<file path="config.mk">
export PLATFORM = sky130hd
export DESIGN_NAME = imem_loader
export DESIGN_NICKNAME = d
export VERILOG_FILES = /design/src/rtl/imem_loader.sv
export SDC_FILE = /design/constraint.sdc
export NUM_CORES = 1
export LEC_CHECK = 0
export ABC_AREA = 1
export CORE_ASPECT_RATIO = 0.7
export CORE_UTILIZATION = 47
export DETAILED_ROUTE_END_ITERATION = 10
export PLACE_DENSITY = 0.72
export SYNTH_ARGS = -nofsm -noshare
export SYNTH_HDL_FRONTEND = slang
export SYNTH_SLANG_ARGS = --single-unit
</file>
<file path="constraint.sdc">
create_clock -name clock -period 3.15 [get_ports clock]
set_clock_uncertainty 0.05 [all_clocks]
set_input_delay 0.4725 -clock clock [delete_from_list [all_inputs] [get_ports clock]]
set_output_delay 0.4725 -clock clock [all_outputs]
set_load 0.02 [all_outputs]
</file>
<file path="src/rtl/imem_loader.sv">
// imem_loader: fills the instruction memory from a byte stream and holds the core in reset until
// the whole image has been written.
//
// The stream carries a 2-byte big-endian word count followed by the instruction words, each sent
// big-endian (most significant byte first). Every assembled word is written to i_mem with a
// one-cycle write-enable pulse at byte address word_index * 4.
//
// Ports:
//   clock       in   system clock, rising edge
//   reset       in   synchronous active-high reset
//   load_start  in   one-cycle pulse starting a load (only honoured in IDLE/DONE/ERR)
//   byte_in     in   [7:0] stream byte
//   byte_valid  in   byte_in is valid
//   byte_ready  out  loader accepts a byte this cycle
//   imem_we     out  i_mem write enable, one-cycle pulse per word
//   imem_addr   out  [31:0] byte address of the word being written
//   imem_wdata  out  [31:0] assembled instruction word
//   core_reset  out  reset for the core; low only once the image is complete
//   busy        out  a load is in progress
//   done        out  image fully written
//   error       out  bad header or stream timeout
module imem_loader #(
  parameter int unsigned WORD_COUNT     = 256,
  parameter int unsigned TIMEOUT_CYCLES = 1024
) (
  input  logic        clock,
  input  logic        reset,
  input  logic        load_start,
  input  logic [7:0]  byte_in,
  input  logic        byte_valid,
  output logic        byte_ready,
  output logic        imem_we,
  output logic [31:0] imem_addr,
  output logic [31:0] imem_wdata,
  output logic        core_reset,
  output logic        busy,
  output logic        done,
  output logic        error
);

  localparam int unsigned IdxW = $clog2(WORD_COUNT) + 1;
  localparam int unsigned TmoW = $clog2(TIMEOUT_CYCLES + 1);

  localparam logic [2:0] StIdle  = 3'd0;
  localparam logic [2:0] StHdr0  = 3'd1;
  localparam logic [2:0] StHdr1  = 3'd2;
  localparam logic [2:0] StData  = 3'd3;
  localparam logic [2:0] StWrite = 3'd4;
  localparam logic [2:0] StDone  = 3'd5;
  localparam logic [2:0] StErr   = 3'd6;

  logic [2:0]      state_q, state_d;
  logic [15:0]     length_q, length_d;
  logic [IdxW-1:0] word_idx_q, word_idx_d;
  logic [1:0]      byte_idx_q, byte_idx_d;
  logic [23:0]     word_q, word_d;   // first three bytes of the word being assembled
  logic [TmoW-1:0] tmo_q, tmo_d;
  logic [31:0]     addr_d, wdata_d;

  logic        transfer;
  logic        accepting;
  logic [15:0] hdr_len;
  logic [15:0] next_idx;

  // byte_ready is registered from the next state, so it already means "accepting" this cycle.
  assign transfer  = byte_valid & byte_ready;
  assign accepting = (state_q == StHdr0) || (state_q == StHdr1) || (state_q == StData);
  assign hdr_len   = {length_q[15:8], byte_in};
  assign next_idx  = 16'(word_idx_q) + 16'd1;

  always_comb begin
    state_d    = state_q;
    length_d   = length_q;
    word_idx_d = word_idx_q;
    byte_idx_d = byte_idx_q;
    word_d     = word_q;
    tmo_d      = tmo_q;
    addr_d     = imem_addr;
    wdata_d    = imem_wdata;

    case (state_q)
      StIdle, StDone, StErr: begin
        if (load_start) begin
          state_d    = StHdr0;
          length_d   = 16'd0;
          word_idx_d = '0;
          byte_idx_d = 2'd0;
          word_d     = 24'd0;
          tmo_d      = '0;
        end
      end
      StHdr0: begin
        if (transfer) begin
          length_d[15:8] = byte_in;
          state_d        = StHdr1;
        end
      end
      StHdr1: begin
        if (transfer) begin
          length_d[7:0] = byte_in;
          if (hdr_len == 16'd0 || {16'd0, hdr_len} > WORD_COUNT) begin
            state_d = StErr;
          end else begin
            state_d = StData;
          end
        end
      end
      StData: begin
        if (transfer) begin
          word_d     = {word_q[15:0], byte_in};
          byte_idx_d = byte_idx_q + 2'd1;
          if (byte_idx_q == 2'd3) begin
            wdata_d = {word_q, byte_in};
            addr_d  = {{(30 - IdxW){1'b0}}, word_idx_q, 2'b00};
            state_d = StWrite;
          end
        end
      end
      StWrite: begin
        word_idx_d = word_idx_q + 1'b1;
        byte_idx_d = 2'd0;
        state_d    = (next_idx == length_q) ? StDone : StData;
      end
      default: state_d = StIdle;
    endcase

    // Stall watchdog: only counts while the loader is waiting on the stream.
    if (accepting) begin
      if (transfer) begin
        tmo_d = '0;
      end else if (tmo_q == TmoW'(TIMEOUT_CYCLES - 1)) begin
        tmo_d   = '0;
        state_d = StErr;
      end else begin
        tmo_d = tmo_q + 1'b1;
      end
    end else if (state_q == StWrite) begin
      tmo_d = '0;
    end
  end

  always_ff @(posedge clock) begin
    if (reset) begin
      state_q    <= StIdle;
      length_q   <= 16'd0;
      word_idx_q <= '0;
      byte_idx_q <= 2'd0;
      word_q     <= 24'd0;
      tmo_q      <= '0;
      byte_ready <= 1'b0;
      imem_we    <= 1'b0;
      imem_addr  <= 32'd0;
      imem_wdata <= 32'd0;
      core_reset <= 1'b1;
      busy       <= 1'b0;
      done       <= 1'b0;
      error      <= 1'b0;
    end else begin
      state_q    <= state_d;
      length_q   <= length_d;
      word_idx_q <= word_idx_d;
      byte_idx_q <= byte_idx_d;
      word_q     <= word_d;
      tmo_q      <= tmo_d;
      byte_ready <= (state_d == StHdr0) || (state_d == StHdr1) || (state_d == StData);
      imem_we    <= (state_d == StWrite);
      imem_addr  <= addr_d;
      imem_wdata <= wdata_d;
      core_reset <= (state_d != StDone);
      busy       <= (state_d == StHdr0) || (state_d == StHdr1) || (state_d == StData) ||
                    (state_d == StWrite);
      done       <= (state_d == StDone);
      error      <= (state_d == StErr);
    end
  end

endmodule

</file>
* Word-level counts from Yosys, hierarchy flattened
Index checks and enable logic that the tools add are counted.
Word-level totals: flip-flop bits (word level) 112, input bits 12, output and inout port bits 70, logic and storage cells 93
Cells by class: $add $sub $neg 4, $lt $le $gt $ge 1, equality and inequality tests 20, mux-type cells 29, bitwise operators 1, reduce and logical (&&, ||, !) cells 23
Operators with widths (count):
- 2-to-1 mux 11 bit | 6
- 2-to-1 mux 24 bit | 2
- case mux 24 bit (2 select lines) | 1
- case mux 8 bit (2 select lines) | 2
- 2-to-1 mux 3 bit | 10
- == test 3 bit, second input constant | 6
- case mux 9 bit (2 select lines) | 1
- == test 10 x 16 -> 1 bit | 1
- > comparator 16 x 9 -> 1 bit, second input constant | 1
- zero test 16 bit | 1
- 2-to-1 mux 16 bit | 1
- case mux 3 bit (5 select lines) | 1
- AND reduction 3 bit | 5
- == test 3 x 2 -> 1 bit, second input constant | 4
- adder 11 x 1 -> 11 bit, second input constant | 1
- == test 11 x 10 -> 1 bit, second input constant | 1
- adder 9 x 1 -> 10 bit, second input constant | 1
- adder 9 x 1 -> 9 bit, second input constant | 1
- 2-to-1 mux 9 bit | 1
- nonzero test 3 bit | 3
- 2-to-1 mux 8 bit | 1
- inequality test 2 bit, second input constant | 4
- nonzero test 2 bit | 4
- == test 3 x 1 -> 1 bit, second input constant | 2
- 10 further kinds | 17

* Depth between registers and ports, before layout
Gate-level depths: netlist of the first run.
depth in word-level cells 12, gate-level depth with buffers 14, mapped depth without buffers 14

* Worst setup path after synthesis of the first run
No wires, ideal clock.
kind reg-to-reg, start register word_idx_q[0], end register busy, setup time 0.114 ns, arrival 1.588 ns, data required time 2.986 ns, path slack 1.399 ns, cell stages (with the launch flop) 15, path buffers 0, period minus slack after synthesis 1.751 ns, path through dfxtp_1 > ha_1 > nand2_1 > nor2_2 > nand2_1 > nand2_1 > nand2_1 > nand2_1 > nand2_1 > nor3_2 > nand3_1 > nand3_2 > nor2_1 > nand2_1 > nand2_1
On the way: longest elaborated chain between the ends 11, elaborated cells between the ends (all ways) 14, classes of those cells add/sub: 1; eq/ne: 5; mux: 5; reduce/logical: 3
RTL lines:
- start, declared | line 54 | logic [IdxW-1:0] word_idx_q, word_idx_d;
- start signal, assigned | line 161 | word_idx_q <= word_idx_d;
- adder 9 x 1 -> 10 bit * | line 69 | assign next_idx = 16'(word_idx_q) + 16'd1;
- == test 10 x 16 -> 1 bit * | line 122 | state_d = (next_idx == length_q) ? StDone : StData;
- 2-to-1 mux 3 bit * | line 122
- case mux 3 bit (5 select lines) * | line 81 | case (state_q)
- 2-to-1 mux 3 bit | line 131 | end else if (tmo_q == TmoW'(TIMEOUT_CYCLES - 1)) begin
- 2-to-1 mux 3 bit | line 129 | if (transfer) begin
- 2-to-1 mux 3 bit * | line 128 | if (accepting) begin
- == test 3 x 1 -> 1 bit / == test 3 x 2 -> 1 bit (equally long branches) | line 170 | busy <= (state_d == StHdr0) || (state_d == StHdr1) || (state_d == StData) ||
- logical OR 1 bit (2 in a row) | line 170
- logical OR 1 bit * | line 170
- end signal, assigned | line 170
- end, declared | line 36 | output logic busy,
Every way passes the cells marked *; elsewhere a longest branch is shown, timed or not. A chain may end at the register's enable or synchronous reset.

* Final worst setup path of the first run
Same ends and word-level chain as after synthesis.

==> out/qor.log, run 1 <==
INFO  outcome        run_status=completed
INFO  die            die_x=123.5um
INFO  placement      dp_hpwl=8.466mm
INFO  logic_synthesis synth-warning-count=0
INFO  route          drc=0
INFO  worst_setup_path worstSetupEndpointType=flip-flop
INFO  logic_synthesis syn_inst=665
INFO  clocking       ctsHtreeMaxLevel=3
INFO  global_route   global_route_wire_length_before_repair=19.71mm
INFO  logic_synthesis synth-simple-area-share=25.44%
INFO  clocking       cts.root.buffer_cell=clkbuf_16
INFO  global_route   grt.total_usage=23.99%
INFO  logic_synthesis unique_masters_post_synth=30
INFO  worst_setup_path worstSetupStartpointType=flip-flop
INFO  sta            rsz_0062_raised_after_global_routing=no
INFO  logic_synthesis combinational_family_with_the_most_area_after_synthesis=simple AND/OR/NAND/NOR gates
INFO  pwr            power=2.943mW
INFO  route          wl=11.94mm
INFO  worst_setup_path cp_max_fo=6
INFO  worst_setup_path cp_cell_sequence=ha_1 -> nand2_1 -> nor2_2 -> nand2_1 -> nand2_1 -> nand2_1 -> nand2_1 -> nand2_1 -> nor3_2 -> nand2_1 -> nand2_1 -> nand4_1 -> nand2_1 -> nand2_1
INFO  global_route   pin_count_of_the_biggest_net_entering_global_routing=60
INFO  die            fp.coreArea=0.009872mm2
INFO  layout         fraction_of_final_layout_cells_sized_beyond_drive_strength_1=6.974%
INFO  logic_synthesis post_synth_xor_area_fraction=0%
INFO  logic_synthesis synth_top_cell_area_share=46.15%
INFO  placement      place.port_buffers=58
INFO  worst_setup_path cp_slowest_stage_delay=420ps
INFO  die            initial_utilization=49.21%
INFO  logic_synthesis avgSynthCellArea=7.306um2
INFO  logic_synthesis cells_taking_the_most_area_after_synthesis=dfxtp_1, nand2_1, a21oi_1, nor2_1, o21ai_0
INFO  pwr            p_leak=2.328nW
INFO  route          drt_iter0_drc=351
INFO  worst_setup_path critical_path.most_common_cell=nand2_1
INFO  logic_synthesis synth.largest_area_cell=dfxtp_1
INFO  sta            setup_tns=0ps
INFO  clocking       clk_transition_reported_paths=80ps
INFO  global_route   vias_in_the_first_global_route=4023
INFO  clocking       clkLatencyLatePin=360ps
INFO  sta            worst_slew_margin_rel=56.03%
INFO  route          ant_nets=0
INFO  pwr            power_density=511.6mW/mm2
INFO  logic_synthesis synth_sequential_area_ratio=46.15%
INFO  layout         diodes=0
INFO  run            max_cap_viol_count=0
INFO  worst_setup_path critical-path-slowest-cell=dfxtp_1
INFO  sta            timing.final.crit_share=68.86%
INFO  clocking       cts_setup_buffers=0
INFO  global_route   number_of_antenna_violations_at_the_first_check_in_global_routing=0
INFO  die            ioPinCount=82
INFO  clocking       cts_hold_buf=0
INFO  pwr            vdd_drop_max=320.8uV
INFO  die            placementRows=30
INFO  worst_setup_path setup_crit_path_kind=reg2reg
INFO  logic_synthesis post_synthesis_compound_gate_area_fraction=16.66%
INFO  sta            finalWorstPathRequiredPeriod=2169ps
INFO  worst_hold_path timing.hold.worst.class=reg2reg
INFO  sta            setup_viol=0
INFO  layout         fill_cells=905
INFO  route          drt_pre_antenna_iters=5
INFO  clocking       cts_max_path_buffers=2
INFO  worst_setup_path arrival=2370ps
INFO  worst_setup_path worst-endpoint-required=3350ps
INFO  sta            fmax=461.0MHz
INFO  layout         layout-area-overhead-vs-synth=18.41%
INFO  global_route   grt_overflow_total=0
INFO  clocking       numClockSinks=112
INFO  clocking       cts_resized=0
INFO  placement      place_congestion=0.8403
INFO  logic_synthesis post_synth_instance_area=0.004858mm2
INFO  sta            hold_violations=0
INFO  logic_synthesis synth-seq-cells=112
INFO  layout         final_core_util=58.28%
INFO  sta            worst_slew_pin_slew=659.5ps
INFO  clocking       cts_tree=built
INFO  route          wl_per_cell=14.12um
INFO  layout         design.final.nets=727
INFO  die            overall_die_height=87.07um
INFO  logic_synthesis synthMuxAreaShare=0%
INFO  die            die-area=0.01075mm2
INFO  route          route.vias.total=4443
INFO  clocking       cts_buffers=9
INFO  logic_synthesis yosys.area_share.adder=0.7726%
INFO  sta            maxSlewViolCount=0
INFO  route          vias_per_cell=5.258
path summary, 6_finish.rpt:
kind                                   end  depth (start not counted)          start  slack (ps)
worst max-delay path                  busy                         14  word_idx_q[0]         980
worst min register to register  word_q[16]                          2     word_q[16]         420
worst min-delay path            word_q[16]                          2     word_q[16]         420
worst max register to register        busy                         14  word_idx_q[0]         980
through the flow:
stage	instance area, um2	setup slack (ps)	hold WS (ps)	instances
2_1_floorplan	4941	1399	378.3	687
3_3_place_gp	5425	742.2	391.0	829
3_5_place_dp	5425	717.6	402.5	829
4_1_cts	5753	971.5	414.8	845
5_1_grt	5753	670.7	420.4	845
6_report	5753	981.0	416.8	845
kinds of logic after synthesis:
logic type               count (synthesis)
AO/OA/AOI/OAI                          148
adder cells (fa/ha/maj)                  3
buffers and inverters                  112
flip-flops                             112
other                                    1
AND/OR/NAND/NOR                        289
cells in the final DEF (no fill, tap or decap), types with 2 or more instances in the layout:
master           instances
a211oi_1                17
a21oi_1                 75
a31oi_1                  2
buf_4                    6
clkbuf_16                9
clkdlybuf4s50_1         57
clkinv_8                 3
clkinvlp_4               2
conb_1                  23
dfxtp_1                112
ha_1                     3
inv_1                   52
inv_2                    9
nand2_1                140
nand3_1                 40
nand3_2                  3
nand4_1                  7
nor2_1                  84
nor2_2                   5
nor2_4                   4
nor3_1                   3
nor3_2                   3
o21ai_0                 48
synthesized netlist by cell type:
library cell / number
a211oi_1: 17
a211oi_2: 1
a21boi_1: 1
a21oi_1: 75
a31oi_1: 2
buf_2: 5
buf_4: 25
buf_6: 1
clkbuf_1: 18
clkbuf_2: 1
clkinv_1: 1
conb_1: 1
dfxtp_1: 112
ha_1: 3
inv_1: 52
inv_2: 9
nand2_1: 140
nand3_1: 40
nand3_2: 3
nand4_1: 7
nor2_1: 84
nor2_2: 5
nor2_4: 4
nor3_1: 3
nor3_2: 3
o211ai_2: 1
o21ai_0: 48
o21ai_1: 1
o21ai_2: 1
o31ai_1: 1
critical path, delay by kind of cell, from the launching register on:
family	cells	cell delay (ps)
adder cells (fa/ha/maj)	1	220
flip-flops	1	420
AND/OR/NAND/NOR	13	1380
layer usage:
layer,GRT usage (%),vias to the layer above,wire length (um)
met1,34.59,2072,5989
met3,6.217,17,657
li1,-,2216,-
met5,0,-,0
met2,35.09,138,5074
met4,6.900,0,214
sequential cells by signal, indices dropped and copies added, names as in the netlist, 2 cells and up:
signal	flops
imem_wdata	32
word_q	24
length_q	16
tmo_q	11
imem_addr	9
word_idx_q	9
state_q	3
byte_idx_q	2
report_power, final:
part | switching, mW | internal, mW | total, mW | leakage (nW)
combinational | 0.194 | 0.0738 | 0.268 | 1.27
sequential | 0.0190 | 1.44 | 1.46 | 0.905
clock | 0.577 | 0.640 | 1.22 | 0.151
layout make-up:
| type | instances | area [um2] | share of cell area (%) |
|---|---|---|---|
| well taps | 128 | 160.2 | 2.784 |
| clock buffers | 9 | 225.2 | 3.915 |
| inverters | 62 | 232.7 | 4.045 |
| multi-input cells | 463 | 2170 | 37.71 |
| flip-flops and latches | 112 | 2242 | 38.97 |
| repair buffers | 64 | 620.6 | 10.79 |
| clock inverters | 7 | 102.6 | 1.783 |
Note: power is estimated with default switching activity, not from simulation.
==> run 2, diff against run 1 <==
==> constraint.sdc (replaced) <==
create_clock -name clock -period 2 [get_ports clock]
set_clock_uncertainty 0.05 [all_clocks]
set_input_delay 0.3 -clock clock [delete_from_list [all_inputs] [get_ports clock]]
set_output_delay 0.3 -clock clock [all_outputs]
set_load 0.02 [all_outputs]
==> run 2 against run 1 <==
  * Core utilization is 3.4 points higher
  * Hold slack got worse by 120 ps
  * Combinational power grew 81%
  * Highest routed layer unchanged
  * Cell count up 3.4%
  * Clock power rose by 48%
  * Largest power group unchanged
  * Largest cell class is now multi-input gates
  * First-iteration DRC count up 37%
  * Sequential cell count unchanged
==> out/qor.log, run 2 (synthesized netlist as in run 1, its figures left out) <==
INFO  outcome        run_status=completed
INFO  global_route   grt.total_usage=24.12% [+0.13 points]
INFO  worst_setup_path rr_endpoint=busy
INFO  worst_setup_path critical-path-slowest-cell=dfxtp_2
INFO  placement      dp_slack=-112.9ps [-830.4 ps]
INFO  clocking       cts.root.buffer_cell=clkbuf_16
INFO  placement      place.port_buffers=58 [unchanged]
INFO  route          route.vias.total=4565 [+2.7%]
INFO  route          wl_per_cell=14.06um [-0.47%]
INFO  layout         diodes=0 [unchanged]
INFO  sta            rsz_0062_raised_after_global_routing=yes
INFO  pwr            vdd_drop_max=437.0uV [+36%]
INFO  pwr            power_density=752.5mW/mm2 [+47%]
INFO  layout         layout-area-overhead-vs-synth=25.42%
INFO  worst_setup_path r2r.worst_path.cells=14 [unchanged]
INFO  worst_setup_path cp_slowest_stage_delay=360ps [-60 ps]
INFO  layout         fin_area=0.006093mm2 [+5.9%]
INFO  worst_setup_path worst-endpoint-required=2200ps [-1150 ps]
INFO  layout         layout_commonest_cell=nand2_1
INFO  sta            maxSlewViolCount=0 [unchanged]
INFO  route          drt_iter0_drc=480 [+37%]
INFO  sta            setup_tns=0ps [unchanged]
INFO  layout         commonest_cells_after_routing_fill_and_taps_aside=nand2_1, dfxtp_1, nor2_1
INFO  die            initial_utilization=49.21% [unchanged]
INFO  clocking       numClockSinks=112 [unchanged]
INFO  layout         design.final.nets=756 [+4.0%]
INFO  worst_hold_path hold-path-endpoint=state_q[2]
INFO  die            overall_die_height=87.07um [unchanged]
INFO  route          ant_nets=0 [unchanged]
INFO  worst_setup_path arrival=2110ps [-260 ps]
INFO  route          drc=0 [unchanged]
INFO  die            placementRows=30 [unchanged]
INFO  die            fp.coreArea=0.009872mm2 [unchanged]
INFO  worst_setup_path setup_crit_path_kind=reg2reg
INFO  worst_setup_path rr_startpoint=word_idx_q[1]
INFO  sta            fin_ws=92.29ps [-888.7 ps]
INFO  worst_setup_path worstSetupEndpointType=flip-flop
INFO  layout         post_layout_nonfiller_instances=874 [+3.4%]
INFO  worst_setup_path worstSetupStartpointType=flip-flop
INFO  sta            fmax=524.2MHz [+14%]
INFO  sta            finalWorstPathRequiredPeriod=1908ps [-261.3 ps]
INFO  sta            setup_viol=0 [unchanged]
INFO  placement      placed_cells=857 [+3.4%]
INFO  global_route   grt_overflow_total=0 [unchanged]
INFO  global_route   global_route_wire_length_before_repair=20.02mm [+1.6%]
INFO  worst_setup_path cp_cell_sequence=buf_6 -> nand2_4 -> nor2_4 -> nand2_2 -> nor2_2 -> nor2_1 -> nor2_1 -> nand2_1 -> nor2_2 -> nand2_1 -> nand2_1 -> nand4_1 -> nand2_1 -> nand2_1
INFO  layout         final_core_util=61.72% [+3.4 points]
INFO  clocking       cts_max_path_buffers=2 [unchanged]
INFO  worst_setup_path critical_path.most_common_cell=nand2_1
INFO  global_route   vias_in_the_first_global_route=4141 [+2.9%]
INFO  sta            min_hold_slack=300.4ps [-116.4 ps]
INFO  die            ioPinCount=82 [unchanged]
INFO  worst_hold_path timing.hold.worst.class=in2reg
INFO  die            die_x=123.5um [unchanged]
INFO  worst_setup_path critPathTopFamily=simple AND/OR/NAND/NOR gates
INFO  clocking       clk_transition_reported_paths=70ps [about the same]
INFO  layout         fill_cells=858 [-5.2%]
INFO  clocking       cts_tree=built
INFO  layout         fraction_of_final_layout_cells_sized_beyond_drive_strength_1=13.81% [+6.8 points]
INFO  placement      place_area=0.005673mm2 [+4.6%]
INFO  route          drt_pre_antenna_iters=5 [unchanged]
INFO  route          vias_per_cell=5.223 [-0.66%]
INFO  clocking       cts_hold_buf=0 [unchanged]
INFO  worst_setup_path cp_max_fo=6 [unchanged]
INFO  pwr            p_leak=2.528nW [+8.6%]
INFO  pwr            power=4.585mW [+56%]
INFO  worst_hold_path min_from=reset
INFO  worst_setup_path critical_path_buf_inv_count=1 [+1]
INFO  worst_setup_path reg2reg_slack=90ps [-890 ps]
INFO  layout         regs_by_ff_count=imem_wdata (32), word_q (24), length_q (16)
INFO  clocking       ctsHtreeMaxLevel=3 [unchanged]
INFO  sta            timing.final.crit_share=95.39% [+27 points]
INFO  placement      place_congestion=0.9151 [+8.9%]
INFO  layout         largest_register_ff_count=32 [unchanged]
INFO  route          wl=12.29mm [+2.9%]
INFO  die            die-area=0.01075mm2 [unchanged]
INFO  global_route   number_of_antenna_violations_at_the_first_check_in_global_routing=0 [unchanged]
INFO  sta            hold_violations=0 [unchanged]
INFO  worst_hold_path holdPathStages=4 [+2]
INFO  run            max_cap_viol_count=0 [unchanged]
INFO  clocking       clkLatencyLatePin=360ps [about the same]
INFO  layout         registers.top_by_ff_count=imem_wdata
INFO  global_route   pin_count_of_the_biggest_net_entering_global_routing=45 [-25%]
INFO  clocking       cts_buffers=9 [unchanged]
INFO  placement      dp_hpwl=8.700mm [+2.8%]
-- run 2: where the power goes --
| group | internal [mW] | switching [mW] |
|---|---|---|
| sequential | 2.27 | 0.0295 |
| combinational | 0.161 | 0.323 |
| clock | 0.977 | 0.826 |
-- run 2: timing repair --
action / 4_1_cts / 5_1_grt
pin swaps: 4 / 12
resized for setup: 1 / 36
endpoints found under the setup margin: 2 / 29
setup buffers: 0 / 1
-- run 2: worst max-delay path by stage --
stage | startpoint | end | slack (ps) | cells past startpoint
after floorplan | word_idx_q[0] | busy | 250 | 14
after global placement | byte_in[4] | byte_ready | -110 | 11
after detailed placement | byte_in[4] | busy | -110 | 11
after CTS | word_idx_q[1] | busy | 2 | 13
after global routing | word_idx_q[1] | busy | -100 | 14
final | word_idx_q[1] | busy | 90 | 14
-- run 2: cell type report --
| class | instances | area, um2 | share of cell area (%) |
|---|---|---|---|
| inverter | 62 | 235.2 | 3.860 |
| multi-input combinational | 463 | 2270 | 37.25 |
| timing repair buffer | 93 | 883.3 | 14.50 |
| sequential | 112 | 2251 | 36.94 |
| tap | 128 | 160.2 | 2.628 |
| clock buffer | 10 | 229.0 | 3.758 |
| clock inverter | 6 | 65.06 | 1.068 |
-- run 2: worst min-delay path: stages --
cell,delay [ps]
buf_2,110
inv_1,130
nand2_1,100
inv_1,30
-- run 2: metal layers --
metal	track usage [%]	wire, um	up-vias
met5	0	0	-
met4	7.667	204	0
met3	6.086	900	20
met2	35.40	5297	155
met1	34.45	5884	2120
li1	-	-	2270
